--- config.mk ---
export PLATFORM = sky130hd
export DESIGN_NAME = mc_ctrl
export DESIGN_NICKNAME = d
export VERILOG_FILES = /design/src/rtl/mc_pkg.sv /design/src/rtl/mc_decode.sv /design/src/rtl/mc_ctrl.sv
export SDC_FILE = /design/constraint.sdc
export NUM_CORES = 1
export LEC_CHECK = 0
export BUFFER_PORTS_ARGS = -buffer_cell sky130_fd_sc_hd__buf_4
export CAP_MARGIN = 0
export CORE_MARGIN = 3
export CORE_UTILIZATION = 50
export CTS_CLUSTER_SIZE = 10
export DETAILED_ROUTE_END_ITERATION = 8
export MAX_ROUTING_LAYER = met4
export PLACE_DENSITY_LB_ADDON = 0.15
export SETUP_SLACK_MARGIN = 0.2
export SYNTH_ARGS = -nofsm -noshare
export SYNTH_HDL_FRONTEND = slang
export SYNTH_HIERARCHICAL = 1
export SYNTH_SLANG_ARGS = --single-unit
export TNS_END_PERCENT = 30
--- constraint.sdc ---
create_clock -name clk -period 2 [get_ports clk]
set_input_delay 0 -clock clk [delete_from_list [all_inputs] [get_ports clk]]
set_output_delay 0 -clock clk [all_outputs]
set_load 0.02 [all_outputs]
--- src/rtl/mc_pkg.sv ---
`default_nettype none
// ============================================================================
// Module   : mc_pkg
// Purpose  : Shared encodings for the multi-cycle MIPS sequencer.
// Revision : 1.0
// ============================================================================
package mc_pkg;

  typedef enum logic [2:0] {
    S_IF  = 3'd0,
    S_ID  = 3'd1,
    S_EX  = 3'd2,
    S_MEM = 3'd3,
    S_WB  = 3'd4
  } state_e;

  localparam logic [3:0] ALU_NOP  = 4'd0;
  localparam logic [3:0] ALU_ADD  = 4'd1;
  localparam logic [3:0] ALU_SUB  = 4'd2;
  localparam logic [3:0] ALU_AND  = 4'd3;
  localparam logic [3:0] ALU_OR   = 4'd4;
  localparam logic [3:0] ALU_SLT  = 4'd5;
  localparam logic [3:0] ALU_SLTU = 4'd6;
  localparam logic [3:0] ALU_SLL  = 4'd7;
  localparam logic [3:0] ALU_NOR  = 4'd8;
  localparam logic [3:0] ALU_LUI  = 4'd9;
  localparam logic [3:0] ALU_SRL  = 4'd10;
  localparam logic [3:0] ALU_SLLV = 4'd11;

  localparam logic [3:0] NPC_PC4    = 4'd0;
  localparam logic [3:0] NPC_BRANCH = 4'd1;
  localparam logic [3:0] NPC_JUMP   = 4'd2;
  localparam logic [3:0] NPC_JR     = 4'd3;
  localparam logic [3:0] NPC_JALR   = 4'd4;

  localparam logic [1:0] GPR_RD = 2'd0;
  localparam logic [1:0] GPR_RT = 2'd1;
  localparam logic [1:0] GPR_RA = 2'd2;

  localparam logic [1:0] WD_ALU = 2'd0;
  localparam logic [1:0] WD_MEM = 2'd1;
  localparam logic [1:0] WD_PC  = 2'd2;

  localparam logic [5:0] OP_RTYPE = 6'h00;
  localparam logic [5:0] OP_J     = 6'h02;
  localparam logic [5:0] OP_JAL   = 6'h03;
  localparam logic [5:0] OP_BEQ   = 6'h04;
  localparam logic [5:0] OP_BNE   = 6'h05;
  localparam logic [5:0] OP_ADDI  = 6'h08;
  localparam logic [5:0] OP_SLTI  = 6'h0a;
  localparam logic [5:0] OP_ANDI  = 6'h0c;
  localparam logic [5:0] OP_ORI   = 6'h0d;
  localparam logic [5:0] OP_LUI   = 6'h0f;
  localparam logic [5:0] OP_LW    = 6'h23;
  localparam logic [5:0] OP_SW    = 6'h2b;

  localparam logic [5:0] FN_SLL  = 6'h00;
  localparam logic [5:0] FN_SRL  = 6'h02;
  localparam logic [5:0] FN_SLLV = 6'h04;
  localparam logic [5:0] FN_JR   = 6'h08;
  localparam logic [5:0] FN_JALR = 6'h09;
  localparam logic [5:0] FN_ADD  = 6'h20;
  localparam logic [5:0] FN_ADDU = 6'h21;
  localparam logic [5:0] FN_SUB  = 6'h22;
  localparam logic [5:0] FN_SUBU = 6'h23;
  localparam logic [5:0] FN_AND  = 6'h24;
  localparam logic [5:0] FN_OR   = 6'h25;
  localparam logic [5:0] FN_NOR  = 6'h27;
  localparam logic [5:0] FN_SLT  = 6'h2a;
  localparam logic [5:0] FN_SLTU = 6'h2b;

  // Instruction classes are one-hot; branch_ne only qualifies branch.
  typedef struct packed {
    logic rtype;
    logic itype_alu;
    logic lw;
    logic sw;
    logic branch;
    logic branch_ne;
    logic j;
    logic jal;
    logic jr;
    logic jalr;
    logic illegal;
  } iclass_t;

endpackage
`default_nettype wire

--- src/rtl/mc_decode.sv ---
`default_nettype none
// ============================================================================
// Module   : mc_decode
// Purpose  : Static Op/Funct decode into instruction class and ALU controls.
// Revision : 1.0
// ============================================================================
module mc_decode
  import mc_pkg::*;
(
  input  logic [5:0] Op,
  input  logic [5:0] Funct,
  output iclass_t    cls,
  output logic [3:0] alu_op,
  output logic       alu_src,
  output logic       ext_op
);

  always_comb begin
    cls     = '0;
    alu_op  = ALU_NOP;
    alu_src = 1'b0;
    ext_op  = 1'b0;
    case (Op)
      OP_RTYPE: begin
        cls.rtype = 1'b1;
        case (Funct)
          FN_ADD, FN_ADDU: alu_op = ALU_ADD;
          FN_SUB, FN_SUBU: alu_op = ALU_SUB;
          FN_AND:          alu_op = ALU_AND;
          FN_OR:           alu_op = ALU_OR;
          FN_NOR:          alu_op = ALU_NOR;
          FN_SLT:          alu_op = ALU_SLT;
          FN_SLTU:         alu_op = ALU_SLTU;
          FN_SLL:          alu_op = ALU_SLL;
          FN_SRL:          alu_op = ALU_SRL;
          FN_SLLV:         alu_op = ALU_SLLV;
          FN_JR: begin
            cls.rtype = 1'b0;
            cls.jr    = 1'b1;
          end
          FN_JALR: begin
            cls.rtype = 1'b0;
            cls.jalr  = 1'b1;
          end
          default: begin
            cls.rtype   = 1'b0;
            cls.illegal = 1'b1;
          end
        endcase
      end
      OP_ADDI: begin
        cls.itype_alu = 1'b1;
        alu_op        = ALU_ADD;
        alu_src       = 1'b1;
        ext_op        = 1'b1;
      end
      OP_ANDI: begin
        cls.itype_alu = 1'b1;
        alu_op        = ALU_AND;
        alu_src       = 1'b1;
        ext_op        = 1'b1;
      end
      OP_ORI: begin
        cls.itype_alu = 1'b1;
        alu_op        = ALU_OR;
        alu_src       = 1'b1;
      end
      OP_SLTI: begin
        cls.itype_alu = 1'b1;
        alu_op        = ALU_SLT;
        alu_src       = 1'b1;
        ext_op        = 1'b1;
      end
      OP_LUI: begin
        cls.itype_alu = 1'b1;
        alu_op        = ALU_LUI;
        alu_src       = 1'b1;
      end
      OP_LW: begin
        cls.lw  = 1'b1;
        alu_op  = ALU_ADD;
        alu_src = 1'b1;
        ext_op  = 1'b1;
      end
      OP_SW: begin
        cls.sw  = 1'b1;
        alu_op  = ALU_ADD;
        alu_src = 1'b1;
        ext_op  = 1'b1;
      end
      OP_BEQ: begin
        cls.branch = 1'b1;
        alu_op     = ALU_SUB;
      end
      OP_BNE: begin
        cls.branch    = 1'b1;
        cls.branch_ne = 1'b1;
        alu_op        = ALU_SUB;
      end
      OP_J:    cls.j   = 1'b1;
      OP_JAL:  cls.jal = 1'b1;
      default: cls.illegal = 1'b1;
    endcase
  end

endmodule
`default_nettype wire

--- src/rtl/mc_ctrl.sv ---
`default_nettype none
// ============================================================================
// Module   : mc_ctrl
// Purpose  : Multi-cycle MIPS sequencer with memory handshake and watchdog.
// Revision : 1.0
// ============================================================================
module mc_ctrl
  import mc_pkg::*;
#(
  parameter int TIMEOUT = 15,
  parameter int TW      = 4
) (
  input  logic       clk,
  input  logic       rstn,
  input  logic [5:0] Op,
  input  logic [5:0] Funct,
  input  logic       Zero,
  input  logic       mem_ready,
  output logic       PCWrite,
  output logic       IRWrite,
  output logic       IorD,
  output logic       MemRead,
  output logic       MemWrite,
  output logic       RegWrite,
  output logic       EXTOp,
  output logic       ALUSrc,
  output logic [3:0] ALUOp,
  output logic [3:0] NPCOp,
  output logic [1:0] GPRSel,
  output logic [1:0] WDSel,
  output logic [2:0] state,
  output logic       illegal,
  output logic       mem_err
);

  state_e        state_q, state_d;
  logic [TW-1:0] wait_q, wait_d;

  iclass_t    w_cls;
  logic [3:0] w_dec_alu_op;
  logic       w_dec_alu_src, w_dec_ext_op;
  logic       w_timeout;

  logic       w_pc_write, w_ir_write, w_iord, w_mem_read, w_mem_write, w_reg_write;
  logic       w_ext_op, w_alu_src, w_illegal, w_mem_err;
  logic [3:0] w_alu_op, w_npc_op;
  logic [1:0] w_gpr_sel, w_wd_sel;

  mc_decode u_decode (
    .Op      (Op),
    .Funct   (Funct),
    .cls     (w_cls),
    .alu_op  (w_dec_alu_op),
    .alu_src (w_dec_alu_src),
    .ext_op  (w_dec_ext_op)
  );

  // Only consulted in IF/MEM; a same-cycle mem_ready beats the watchdog.
  assign w_timeout = (wait_q == TW'(TIMEOUT)) && !mem_ready;

  always_ff @(posedge clk or negedge rstn) begin
    if (!rstn) begin
      state_q <= S_IF;
      wait_q  <= '0;
    end else begin
      state_q <= state_d;
      wait_q  <= wait_d;
    end
  end

  always_comb begin
    state_d     = state_q;
    wait_d      = wait_q;
    w_pc_write  = 1'b0;
    w_ir_write  = 1'b0;
    w_iord      = 1'b0;
    w_mem_read  = 1'b0;
    w_mem_write = 1'b0;
    w_reg_write = 1'b0;
    w_ext_op    = 1'b0;
    w_alu_src   = 1'b0;
    w_alu_op    = ALU_NOP;
    w_npc_op    = NPC_PC4;
    w_gpr_sel   = GPR_RD;
    w_wd_sel    = WD_ALU;
    w_illegal   = 1'b0;
    w_mem_err   = 1'b0;

    case (state_q)
      S_IF: begin
        if (w_timeout) begin
          w_mem_err = 1'b1;
          wait_d    = '0;
        end else begin
          w_mem_read = 1'b1;
          if (mem_ready) begin
            w_ir_write = 1'b1;
            w_pc_write = 1'b1;
            w_npc_op   = NPC_PC4;
            state_d    = S_ID;
          end else begin
            wait_d = wait_q + TW'(1);
          end
        end
      end

      S_ID: begin
        state_d = S_IF;
        if (w_cls.j) begin
          w_pc_write = 1'b1;
          w_npc_op   = NPC_JUMP;
        end else if (w_cls.jal) begin
          w_pc_write  = 1'b1;
          w_npc_op    = NPC_JUMP;
          w_reg_write = 1'b1;
          w_gpr_sel   = GPR_RA;
          w_wd_sel    = WD_PC;
        end else if (w_cls.jr) begin
          w_pc_write = 1'b1;
          w_npc_op   = NPC_JR;
        end else if (w_cls.jalr) begin
          w_pc_write  = 1'b1;
          w_npc_op    = NPC_JALR;
          w_reg_write = 1'b1;
          w_gpr_sel   = GPR_RD;
          w_wd_sel    = WD_PC;
        end else if (w_cls.illegal) begin
          w_illegal = 1'b1;
        end else if (w_cls.rtype | w_cls.itype_alu | w_cls.lw | w_cls.sw | w_cls.branch) begin
          state_d = S_EX;
        end
      end

      S_EX: begin
        w_alu_op  = w_dec_alu_op;
        w_alu_src = w_dec_alu_src;
        w_ext_op  = w_dec_ext_op;
        if (w_cls.branch) begin
          state_d = S_IF;
          if (w_cls.branch_ne ? !Zero : Zero) begin
            w_pc_write = 1'b1;
            w_npc_op   = NPC_BRANCH;
          end
        end else if (w_cls.lw | w_cls.sw) begin
          state_d = S_MEM;
        end else begin
          state_d = S_WB;
        end
      end

      S_MEM: begin
        if (w_timeout) begin
          w_mem_err = 1'b1;
          state_d   = S_IF;
        end else begin
          w_iord      = 1'b1;
          w_alu_op    = w_dec_alu_op;
          w_alu_src   = w_dec_alu_src;
          w_ext_op    = w_dec_ext_op;
          w_mem_read  = w_cls.lw;
          w_mem_write = w_cls.sw;
          if (mem_ready) begin
            state_d = w_cls.lw ? S_WB : S_IF;
          end else begin
            wait_d = wait_q + TW'(1);
          end
        end
      end

      S_WB: begin
        w_reg_write = 1'b1;
        w_alu_op    = w_dec_alu_op;
        w_alu_src   = w_dec_alu_src;
        w_ext_op    = w_dec_ext_op;
        w_gpr_sel   = (w_cls.itype_alu | w_cls.lw) ? GPR_RT : GPR_RD;
        w_wd_sel    = w_cls.lw ? WD_MEM : WD_ALU;
        state_d     = S_IF;
      end

      default: state_d = S_IF;
    endcase

    if (state_d != state_q) begin
      wait_d = '0;
    end
  end

  // Reset must suppress every strobe, including the IF fetch request.
  assign PCWrite  = rstn & w_pc_write;
  assign IRWrite  = rstn & w_ir_write;
  assign IorD     = rstn & w_iord;
  assign MemRead  = rstn & w_mem_read;
  assign MemWrite = rstn & w_mem_write;
  assign RegWrite = rstn & w_reg_write;
  assign EXTOp    = rstn & w_ext_op;
  assign ALUSrc   = rstn & w_alu_src;
  assign ALUOp    = rstn ? w_alu_op  : 4'd0;
  assign NPCOp    = rstn ? w_npc_op  : 4'd0;
  assign GPRSel   = rstn ? w_gpr_sel : 2'd0;
  assign WDSel    = rstn ? w_wd_sel  : 2'd0;
  assign illegal  = rstn & w_illegal;
  assign mem_err  = rstn & w_mem_err;
  assign state    = state_q;

endmodule
`default_nettype wire

==> impl_metrics.csv, run 1 <==
group,metric,value,unit
timing,hold_slack,0.107,ns
clock_tree,clock_tree.htree_level_count,1,
synthesis,synth_seq_cells,7,
route,drt_drc,0,
floorplanning,fp-row-count,16,
clock_tree,cts_max_path_buffers,2,
run,drv_cap,0,
route,avgRoutedWirePerCell,13.2,um
clock_tree,clock_latency,0.26,ns
placement,hpwl,2530,um
synthesis,number_of_warnings_reported_in_the_yosys_synthesis_log,6,
critical_path,crit_required,2.00,ns
critical_path,start_kind,"primary input",
timing,unrepaired_setup_endpoints_after_global_routing,"yes",
timing,fin_tns_setup,0,ns
critical_path,path_max_fanout,3,
outcome,run_status,"finished, final reports clean",
timing,fin_worst_skew,0.00883,ns
cells_and_area,post_route_cells_drive_above_1_share,33.3,%
timing,maxSlewViolCount,0,
synthesis,ys_seq_area_share,15.0,%
global_routing,grt_util_all_layers,24.4,%
power_and_ir_drop,cellLeakagePower,0.692,nW
synthesis,number_of_flops_mapped_to_enable_cells_by_yosys,0,
timing,period_needed,1.96,ns
timing,timing.fmax,511,MHz
cells_and_area,ff_latch_area,178,um2
cells_and_area,multiInputGateArea,892,um2
cells_and_area,finalNetCount,234,
synthesis,ys_top_cells_by_count,"23 x sky130_fd_sc_hd__nor2_1, 15 x sky130_fd_sc_hd__inv_1, 15 x sky130_fd_sc_hd__nor3_1",
route,route.final.wire_length,3200,um
critical_path,reg2reg_slack,0.43,ns
synthesis,syn-num-nets,191,
route,dr.first_iter.drc_count,36,
global_routing,grt_pass1_vias,1196,
power_and_ir_drop,pwr_density_cell,309,mW/mm2
synthesis,ys.flop_type,"sky130_fd_sc_hd__dfrtp_1",
floorplanning,boundaryPins,41,
synthesis,netlist-cell-type-count,52,
power_and_ir_drop,ir_worst_vdd,0.292,mV
critical_path,rr_worst_depth,4,
route,post_drt_via_cell_ratio,5.67,
critical_path,timing.setup.critical_path_class,"primary input to output pin",
timing,final_setup_violating_endpoints,0,
floorplanning,design.die.area,0.00295,mm2
clock_tree,path_clk_slew,0.05,ns
global_routing,grt_antenna_before_repair,0,
floorplanning,fp.coreArea,0.00208,mm2
synthesis,syn_avg_cell_area,6.71,um2
clock_tree,cts_tree,"done",
floorplanning,fp.dieH,54.3,um
critical_path,worstReg2RegEnd,"wait_q[3]$_DFFE_PN0P_",
synthesis,synthMostInstantiatedCell,"sky130_fd_sc_hd__nor2_1",
min_path,min-delay-path-class,"primary input to asynchronous set/reset pin",
clock_tree,clock_tree.root_cell,"sky130_fd_sc_hd__clkbuf_4",
clock_tree,cts.sink_count,7,
critical_path,timing.critical_path.arrival,1.96,ns
synthesis,netlist_instances,174,
route,detail-route-antenna-nets,0,
synthesis,yosys-top-cells-area,"sky130_fd_sc_hd__dfrtp_1 15%, sky130_fd_sc_hd__nor2_1 7.4%, sky130_fd_sc_hd__nor3_1 6.4%",
critical_path,endpoint_type_of_the_worst_setup_path,"output pin",
synthesis,synth.top_cell.area_share,15.0,%
placement,place.gp.congestion,0.892,
cells_and_area,fillCellCount,165,
route,first_pass_iteration_count_of_the_detailed_router,4,
floorplanning,die-width,54.3,um
global_routing,global_route_wire_length_before_repair,5260,um
placement,placement.io_buffers,39,
floorplanning,floorplan.initialDensity,56.1,%
synthesis,post_synthesis_instance_area,0.00117,mm2
timing,report.final.hold_viol_count,0,
route,num_vias,1377,
cells_and_area,areaGrowthSynthToFinish,35.8,%
critical_path,critical_path.reg2reg.startpoint,"wait_q[0]$_DFFE_PN0P_",
timing,period_share,97.8,%
global_routing,grt_start_max_net_pins,18,
synthesis,postSynth.asyncResetShare,100,%
clock_tree,cts_inserted_buffers,3,
global_routing,globalRouteOverflowTotal,0,
synthesis,synth_largest_area_cell,"sky130_fd_sc_hd__dfrtp_1",
cells_and_area,ant_diodes,0,
==> per-layer routing <==
metal | GRT usage (%) | share of wire, %
met1 | 28.5 | 41
met2 | 43.8 | 53
met3 | 2.72 | 5.4
met4 | 6.64 | 0.91
met5 | - | 0
==> worst max-delay path, cell delays in order <==
cell                       delay [ns]
sky130_fd_sc_hd__buf_4           0.11
sky130_fd_sc_hd__or4_4           0.55
sky130_fd_sc_hd__nor3_4          0.15
sky130_fd_sc_hd__nand2_1         0.09
sky130_fd_sc_hd__nor2_2          0.12
sky130_fd_sc_hd__nor4_2          0.08
sky130_fd_sc_hd__a2111o_1        0.41
sky130_fd_sc_hd__a221oi_4        0.28
sky130_fd_sc_hd__buf_6           0.15
==> registers in the layout, indices dropped and copies added (netlist names) <==
register  cells
state         3
wait_q        4
==> placed cells by master (no fill, tap or decap), drive strengths merged, types with 3 or more instances in the layout <==
| master | count |
|---|---|
| buf | 50 |
| nor2 | 23 |
| nor3 | 16 |
| inv | 15 |
| nand2 | 11 |
| a21oi | 10 |
| dfrtp | 7 |
| nand3 | 6 |
| and3 | 6 |
| nand2b | 5 |
| nor4 | 5 |
| nor2b | 4 |
| nor3b | 4 |
| clkbuf | 4 |
| or2 | 3 |
| xor2 | 3 |
| nand4 | 3 |
| a2111o | 3 |
| and2 | 3 |
| o21ai | 3 |
==> final cells by class <==
class / count / share of cell area, %
Clock buffer: 4 / 1.66
Inverter: 15 / 3.55
Multi-Input combinational cell: 138 / 56.3
Sequential cell: 7 / 11.2
Tap cell: 27 / 2.13
Timing Repair Buffer: 52 / 25.2
==> per-stage QoR <==
stage | total power [mW] | util, % | cells | instance area [um2] | setup slack, ns
2_1_floorplan | 0.291 | - | 174 | 1190 | 0.174
6_report | 0.489 | 76.1 | 243 | 1590 | 0.0430
3_5_place_dp | 0.354 | 72.7 | 236 | 1510 | -0.00828
3_3_place_gp | 0.347 | 72.7 | 236 | 1510 | 0.0493
4_1_cts | 0.492 | 75.6 | 243 | 1570 | -0.00424
5_1_grt | 0.530 | 76.1 | 243 | 1590 | -0.0715
==> where the power goes <==
group | switching [mW] | internal, mW | leakage [nW] | total [mW]
Combinational | 0.109 | 0.0893 | 0.585 | 0.198
Clock | 0.0530 | 0.0762 | 0.0150 | 0.129
Sequential | 0.0139 | 0.148 | 0.0919 | 0.162
==> worst max path at each step <==
stage,from,to,slack (ns),cells after the start
2_1_floorplan,Op[4],PCWrite,0.17,8
3_3_place_gp,Op[5],PCWrite,0.05,9
3_5_place_dp,Op[5],PCWrite,-0.008,9
4_1_cts,Op[3],PCWrite,-0.004,9
5_1_grt,Op[3],PCWrite,-0.07,9
6_report,Op[3],PCWrite,0.04,9
==> logic make-up after synthesis <==
group | after synthesis | share of synthesized area, %
buf+inv | 29 | 11.4
mux | 1 | 0.857
compound gates | 31 | 19.8
flops | 7 | 15.0
xor+xnor | 5 | 3.75
simple gates | 99 | 47.8
other cells | 1 | 0.321
fa+ha+maj | 1 | 1.07
==> what timing repair did <==
action | in CTS | in global routing
pin swaps | 5 | 1
setup buffers | 1 | 0
gates resized for setup | 2 | 4
hold buffers | 2 | 0
hold endpoints to repair | 8 | 0
setup endpoints to repair | 1 | 13
No activity file was read; power rests on OpenSTA's default activity.
==> run 2, diff against run 1 <==
- SYNTH_HIERARCHICAL: 1 -> default
==> run 2 against run 1 <==
Net effect:
- power is 15% higher
- non-clock buffer count is 9 lower
- routed wire length is 11% higher
- critical endpoint is now ALUOp[3]
- largest cell class unchanged
==> impl_metrics.csv, run 2 <==
group,metric,value,unit
outcome,run_status,"finished, final reports clean",
floorplanning,design.die.area,0.00300,mm2
floorplanning,fp.coreArea,0.00223,mm2
route,dr.first_iter.drc_count,36,
floorplanning,boundaryPins,41,
synthesis,synth_seq_cells,7,
clock_tree,clock_tree.root_cell,"sky130_fd_sc_hd__clkbuf_4",
route,drt_drc,0,
floorplanning,die-width,54.8,um
cells_and_area,stdcell_area,0.00154,mm2
cells_and_area,fillCellCount,205,
min_path,min-delay-path-class,"primary input to flip-flop",
synthesis,yosys-top-cells-area,"sky130_fd_sc_hd__dfrtp_1 15%, sky130_fd_sc_hd__a21oi_1 5.9%, sky130_fd_sc_hd__nor2_1 5.7%",
cells_and_area,post_route_cells_drive_above_1_share,30.7,%
critical_path,timing.critical_path.arrival,1.83,ns
min_path,worstHoldEndpoint,"state[1]$_DFF_PN0_",
critical_path,reg2reg_slack,0.47,ns
clock_tree,clock_latency,0.26,ns
clock_tree,cts.sink_count,7,
synthesis,number_of_warnings_reported_in_the_yosys_synthesis_log,0,
synthesis,number_of_flops_mapped_to_enable_cells_by_yosys,0,
synthesis,synth_largest_area_cell,"sky130_fd_sc_hd__dfrtp_1",
min_path,worst_hold_path.num_cells,2,
clock_tree,clock_tree.htree_level_count,1,
power_and_ir_drop,ir_worst_vdd,0.347,mV
power_and_ir_drop,cellLeakagePower,0.672,nW
synthesis,syn_avg_cell_area,7.09,um2
synthesis,postSynth.asyncResetShare,100,%
timing,period_share,91.6,%
route,detail-route-antenna-nets,0,
route,first_pass_iteration_count_of_the_detailed_router,4,
critical_path,endpoint_type_of_the_worst_setup_path,"output pin",
critical_path,path_max_fanout,4,
route,post_drt_via_cell_ratio,6.30,
route,route.final.wire_length,3540,um
route,avgRoutedWirePerCell,15.4,um
synthesis,netlist_instances,168,
run,drv_cap,0,
synthesis,syn-num-nets,185,
critical_path,critical_path.reg2reg.startpoint,"state[0]$_DFF_PN0_",
cells_and_area,finish.utilization,69.0,%
floorplanning,floorplan.initialDensity,53.3,%
clock_tree,path_clk_slew,0.05,ns
critical_path,start_kind,"flip-flop",
timing,report.final.hold_viol_count,0,
global_routing,grt_pass1_vias,1255,
synthesis,ys_seq_area_share,14.7,%
critical_path,timing.setup.critical_path_class,"flip-flop to output pin",
timing,final_setup_violating_endpoints,0,
synthesis,synthMostInstantiatedCell,"sky130_fd_sc_hd__nor2_1",
synthesis,synth.top_cell.area_share,14.7,%
power_and_ir_drop,pwr_density_cell,364,mW/mm2
placement,placement.io_buffers,39,
timing,timing.fmax,546,MHz
global_routing,globalRouteOverflowTotal,0,
global_routing,grt_antenna_before_repair,0,
cells_and_area,commonest_non_fill_non_tap_cell_in_the_layout,"sky130_fd_sc_hd__buf_4",
synthesis,netlist-cell-type-count,55,
clock_tree,cts_max_path_buffers,2,
synthesis,post_synthesis_instance_area,0.00119,mm2
min_path,min_from,"Op[4]",
critical_path,rr_worst_depth,4,
timing,fin_tns_setup,0,ns
floorplanning,fp-row-count,17,
cells_and_area,max_flop_register,"wait_q",
placement,place.gp.congestion,0.838,
timing,fin_worst_skew,0.00105,ns
clock_tree,cts_inserted_buffers,3,
global_routing,grt_util_all_layers,26.0,%
critical_path,worstReg2RegEnd,"wait_q[3]$_DFFE_PN0P_",
synthesis,ys_top_cells_by_count,"18 x sky130_fd_sc_hd__nor2_1, 14 x sky130_fd_sc_hd__a21oi_1, 11 x sky130_fd_sc_hd__nand2_1",
clock_tree,cts_tree,"done",
cells_and_area,finalNetCount,220,
cells_and_area,most-common-layout-cells,"42 x sky130_fd_sc_hd__buf_4, 17 x sky130_fd_sc_hd__nor2_1, 14 x sky130_fd_sc_hd__a21oi_1, 11 x sky130_fd_sc_hd__nand2_1, 7 x sky130_fd_sc_hd__nor2b_1",
timing,unrepaired_setup_endpoints_after_global_routing,"yes",
route,num_vias,1449,
cells_and_area,ant_diodes,0,
timing,period_needed,1.83,ns
global_routing,global_route_wire_length_before_repair,5550,um
placement,hpwl,2540,um
floorplanning,fp.dieH,54.8,um
timing,maxSlewViolCount,0,
cells_and_area,number_of_flip_flops_under_the_largest_register_name,4,
global_routing,grt_start_max_net_pins,16,
cells_and_area,areaGrowthSynthToFinish,29.4,%
critical_path,crit_required,2.00,ns
placement,placement.cell_area,0.00145,mm2
synthesis,ys.flop_type,"sky130_fd_sc_hd__dfrtp_1",
[run 2: cell types whose count changed after synthesis, sizes merged, moves of 4 or more]
| cell | change |
|---|---|
| inv | -9 |
| nor3 | -9 |
| nor2 | -5 |
| a211oi | +4 |
| a21oi | +4 |
| buf | -4 |
| nand3 | -4 |
| nand4b | +4 |
[run 2: cells by family (layout without fill, tap and decap cells)]
logic type      count (synthesis)  after routing  share of synthesized area, %
simple gates                   88             88                          45.3
compound gates                 49             49                          28.8
buf+inv                        19             53                          7.67
flops                           7              7                          14.7
xor+xnor                        3              3                          2.21
fa+ha+maj                       1              1                          1.05
other cells                     1              1                         0.315
[run 2: area by class of cell]
type                            instances  area, um2  area share [%]
Sequential cell                         7        176            11.4
Timing Repair Buffer                   43        325            21.1
Multi-Input combinational cell        142        956            62.0
Tap cell                               28       35.0            2.27
Clock buffer                            4       26.3            1.70
Inverter                                6       22.5            1.46
[run 2: worst max-delay path by stage]
stage	startpoint	cells after the start	slack [ns]	end
global placement	wait_q[0]$_DFFE_PN0P_	6	0.28	ALUOp[2]
finish	wait_q[1]$_DFFE_PN0P_	6	0.17	ALUOp[3]
detailed placement	wait_q[0]$_DFFE_PN0P_	6	0.21	ALUOp[3]
global route	wait_q[1]$_DFFE_PN0P_	6	0.06	ALUOp[3]
floorplan	wait_q[0]$_DFFE_PN0P_	5	0.35	ALUOp[0]
CTS	wait_q[1]$_DFFE_PN0P_	6	0.15	ALUOp[3]
[run 2: worst max-delay path: stages (launching register included)]
cell and delay [ns]:
sky130_fd_sc_hd__dfrtp_1 0.42, sky130_fd_sc_hd__ha_4 0.18, sky130_fd_sc_hd__and4b_1 0.20, sky130_fd_sc_hd__a211oi_2 0.23
sky130_fd_sc_hd__o211ai_1 0.17, sky130_fd_sc_hd__a21oi_1 0.20, sky130_fd_sc_hd__buf_4 0.17
[run 2: through the flow]
stage               worst slack [ns]  power [mW]  hold slack [ns]  std cells
floorplan                      0.353       0.327           -0.296        168
global placement               0.279       0.397           -0.160        222
detailed placement             0.211       0.404           -0.162        222
CTS                            0.149       0.556           0.0295        230
global route                  0.0649       0.606           0.0454        230
finish                         0.167       0.561           0.0443        230
[run 2: what timing repair did]
item | CTS | global route
pin swaps | 3 | 1
hold buffers | 1 | 0
setup endpoints to repair | 7 | 10
resized for setup | 4 | 3
hold endpoints to repair | 7 | 0
setup buffers | 3 | 0
[run 2: power breakdown]
| group | internal (mW) | leakage, nW | switching (mW) |
|---|---|---|---|
| combinational | 0.108 | 0.564 | 0.143 |
| clock | 0.0765 | 0.0150 | 0.0580 |
| sequential | 0.153 | 0.0934 | 0.0235 |
[run 2: per-layer routing]
| metal | global-route usage, % | routed length, um | up-vias |
|---|---|---|---|
| met5 | - | 0 | - |
| met1 | 31.9 | 1470 | 666 |
| met2 | 43.1 | 1740 | 79 |
| met4 | 12.9 | 81 | 0 |
| met3 | 0.817 | 249 | 9 |
| li1 | - | - | 695 |
==> run 3, diff against run 2 <==
- clock period: 2 -> 2.13 ns (I/O delays scaled with it)
==> run 3 against run 2 <==
Net effect:
- worst hold slack got worse by 0.0073 ns
- sequential cell count unchanged
- register-to-register slack improved by 0.16 ns
- highest routed layer unchanged
- critical endpoint unchanged
- combinational power decreased by 5%
- cell count increased by 1.7%
- design area increased by 1.2%
- die area unchanged
==> impl_metrics.csv, run 3 (synthesized netlist as in run 2, its figures left out) <==
group,metric,value,unit
run,drv_cap,0,
clock_tree,cts_tree,"done",
clock_tree,clock_tree.root_cell,"sky130_fd_sc_hd__clkbuf_4",
critical_path,timing.setup.critical_path_class,"flip-flop to output pin",
timing,period_share,90.3,%
global_routing,grt_util_all_layers,24.9,%
critical_path,start_kind,"flip-flop",
floorplanning,fp.dieH,54.8,um
cells_and_area,finalNetCount,224,
critical_path,endpoint_type_of_the_worst_setup_path,"output pin",
cells_and_area,post_route_cells_drive_above_1_share,31.6,%
route,route.final.wire_length,3450,um
route,highest_layer,"met4",
route,wl_met3,185,um
power_and_ir_drop,pwr_density_cell,340,mW/mm2
cells_and_area,number_of_flip_flops_under_the_largest_register_name,4,
floorplanning,die-width,54.8,um
floorplanning,floorplan.initialDensity,53.3,%
min_path,worstHoldEndpoint,"state[1]$_DFF_PN0_",
critical_path,crit_required,2.13,ns
placement,hpwl,2520,um
critical_path,critical_path.reg2reg.startpoint,"state[0]$_DFF_PN0_",
timing,fin_ws,0.206,ns
route,dr.first_iter.drc_count,73,
critical_path,path_max_fanout,5,
cells_and_area,ant_diodes,0,
min_path,min-delay-path-class,"primary input to flip-flop",
global_routing,grt_pass1_vias,1184,
floorplanning,fp-row-count,17,
critical_path,rr_worst_depth,4,
route,num_vias,1424,
clock_tree,cts_max_path_buffers,2,
critical_path,reg2reg_slack,0.63,ns
placement,placement.io_buffers,39,
route,detail-route-antenna-nets,0,
clock_tree,clock_latency,0.26,ns
timing,period_needed,1.92,ns
cells_and_area,areaGrowthSynthToFinish,31.0,%
placement,place.gp.congestion,0.838,
global_routing,globalRouteOverflowTotal,0,
timing,report.final.hold_viol_count,0,
timing,unrepaired_setup_endpoints_after_global_routing,"yes",
critical_path,worstReg2RegEnd,"wait_q[3]$_DFFE_PN0P_",
timing,timing.fmax,520,MHz
cells_and_area,ff_latch_area,175,um2
min_path,worst_hold_path.num_cells,2,
route,met2RoutedLength,1740,um
cells_and_area,multiInputGateArea,946,um2
floorplanning,design.die.area,0.00300,mm2
cells_and_area,max_flop_register,"wait_q",
cells_and_area,most-common-layout-cells,"46 x sky130_fd_sc_hd__buf_4, 17 x sky130_fd_sc_hd__nor2_1, 14 x sky130_fd_sc_hd__a21oi_1, 11 x sky130_fd_sc_hd__nand2_1",
clock_tree,cts_inserted_buffers,3,
placement,placement.cell_area,0.00145,mm2
floorplanning,fp.coreArea,0.00223,mm2
clock_tree,path_clk_slew,0.06,ns
global_routing,global_route_wire_length_before_repair,5380,um
timing,hold_slack,0.0370,ns
route,post_drt_via_cell_ratio,6.09,
global_routing,grt_start_max_net_pins,16,
route,first_pass_iteration_count_of_the_detailed_router,5,
placement,dp_worst_setup_slack,0.303,ns
timing,fin_tns_setup,0,ns
power_and_ir_drop,ir_worst_vdd,0.231,mV
power_and_ir_drop,finalPower,0.530,mW
floorplanning,boundaryPins,41,
cells_and_area,stdcell_area,0.00156,mm2
clock_tree,cts.sink_count,7,
timing,maxSlewViolCount,0,
route,avgRoutedWirePerCell,14.7,um
timing,final_setup_violating_endpoints,0,
timing,fin_worst_skew,0.00750,ns
min_path,min_from,"Op[4]",
critical_path,timing.critical_path.arrival,1.92,ns
power_and_ir_drop,cellLeakagePower,0.693,nW
route,drt_drc,0,
cells_and_area,commonest_non_fill_non_tap_cell_in_the_layout,"sky130_fd_sc_hd__buf_4",
cells_and_area,fillCellCount,185,
clock_tree,clock_tree.htree_level_count,1,
outcome,run_status,"finished, final reports clean",
global_routing,grt_antenna_before_repair,0,
route,routedLengthMet1,1500,um
-- run 3: per-stage QoR --
step | utilization [%] | cells
floorplan | - | 168
global placement | 64.9 | 222
detailed placement | 64.9 | 222
CTS | 67.7 | 228
global route | 69.9 | 234
finish | 69.9 | 234
-- run 3: metal layers --
layer  global-route usage, %  vias to the layer above
li1                        -                      708
met3                    1.63                        3
met5                       -                        -
met1                    32.6                      665
met2                    40.0                       48
met4                    8.71                        0
-- run 3: repair_timing --
item,4_1_cts,5_1_grt
setup buffers,1,6
endpoints found under the setup margin,6,9
gates resized for setup,4,1
pin swaps,2,3
hold buffers,1,0
hold endpoints to repair,7,0
-- run 3: cell type report --
| type | instances | share of cell area, % |
|---|---|---|
| multi-input cells | 142 | 60.6 |
| repair buffers | 47 | 22.8 |
| flip-flops and latches | 7 | 11.2 |
| well taps | 28 | 2.25 |
| clock buffers | 4 | 1.68 |
| inverters | 6 | 1.44 |
-- run 3: where the power goes --
group | internal (mW) | leakage (nW) | total [mW] | switching (mW)
sequential | 0.143 | 0.0946 | 0.162 | 0.0196
clock | 0.0721 | 0.0150 | 0.130 | 0.0583
combinational | 0.105 | 0.583 | 0.237 | 0.132
-- run 3: worst max-delay path, cell delays in order, from the launching register on --
cell	delay [ns]
sky130_fd_sc_hd__dfrtp_1	0.41
sky130_fd_sc_hd__ha_4	0.19
sky130_fd_sc_hd__and4b_2	0.24
sky130_fd_sc_hd__a211oi_2	0.28
sky130_fd_sc_hd__o211ai_1	0.17
sky130_fd_sc_hd__a21oi_1	0.20
sky130_fd_sc_hd__buf_4	0.17
-- run 3: how the worst max path moves through the flow --
stage                                startpoint        to  slack (ns)  depth (start not counted)
final                     wait_q[1]$_DFFE_PN0P_  ALUOp[3]        0.21                          6
after global routing      wait_q[1]$_DFFE_PN0P_  ALUOp[3]        0.11                          6
after CTS                 wait_q[1]$_DFFE_PN0P_  ALUOp[3]        0.20                          6
after detailed placement  wait_q[0]$_DFFE_PN0P_  ALUOp[3]        0.30                          6
after global placement    wait_q[0]$_DFFE_PN0P_  ALUOp[2]        0.41                          6
after floorplan           wait_q[0]$_DFFE_PN0P_  ALUOp[0]        0.48                          5
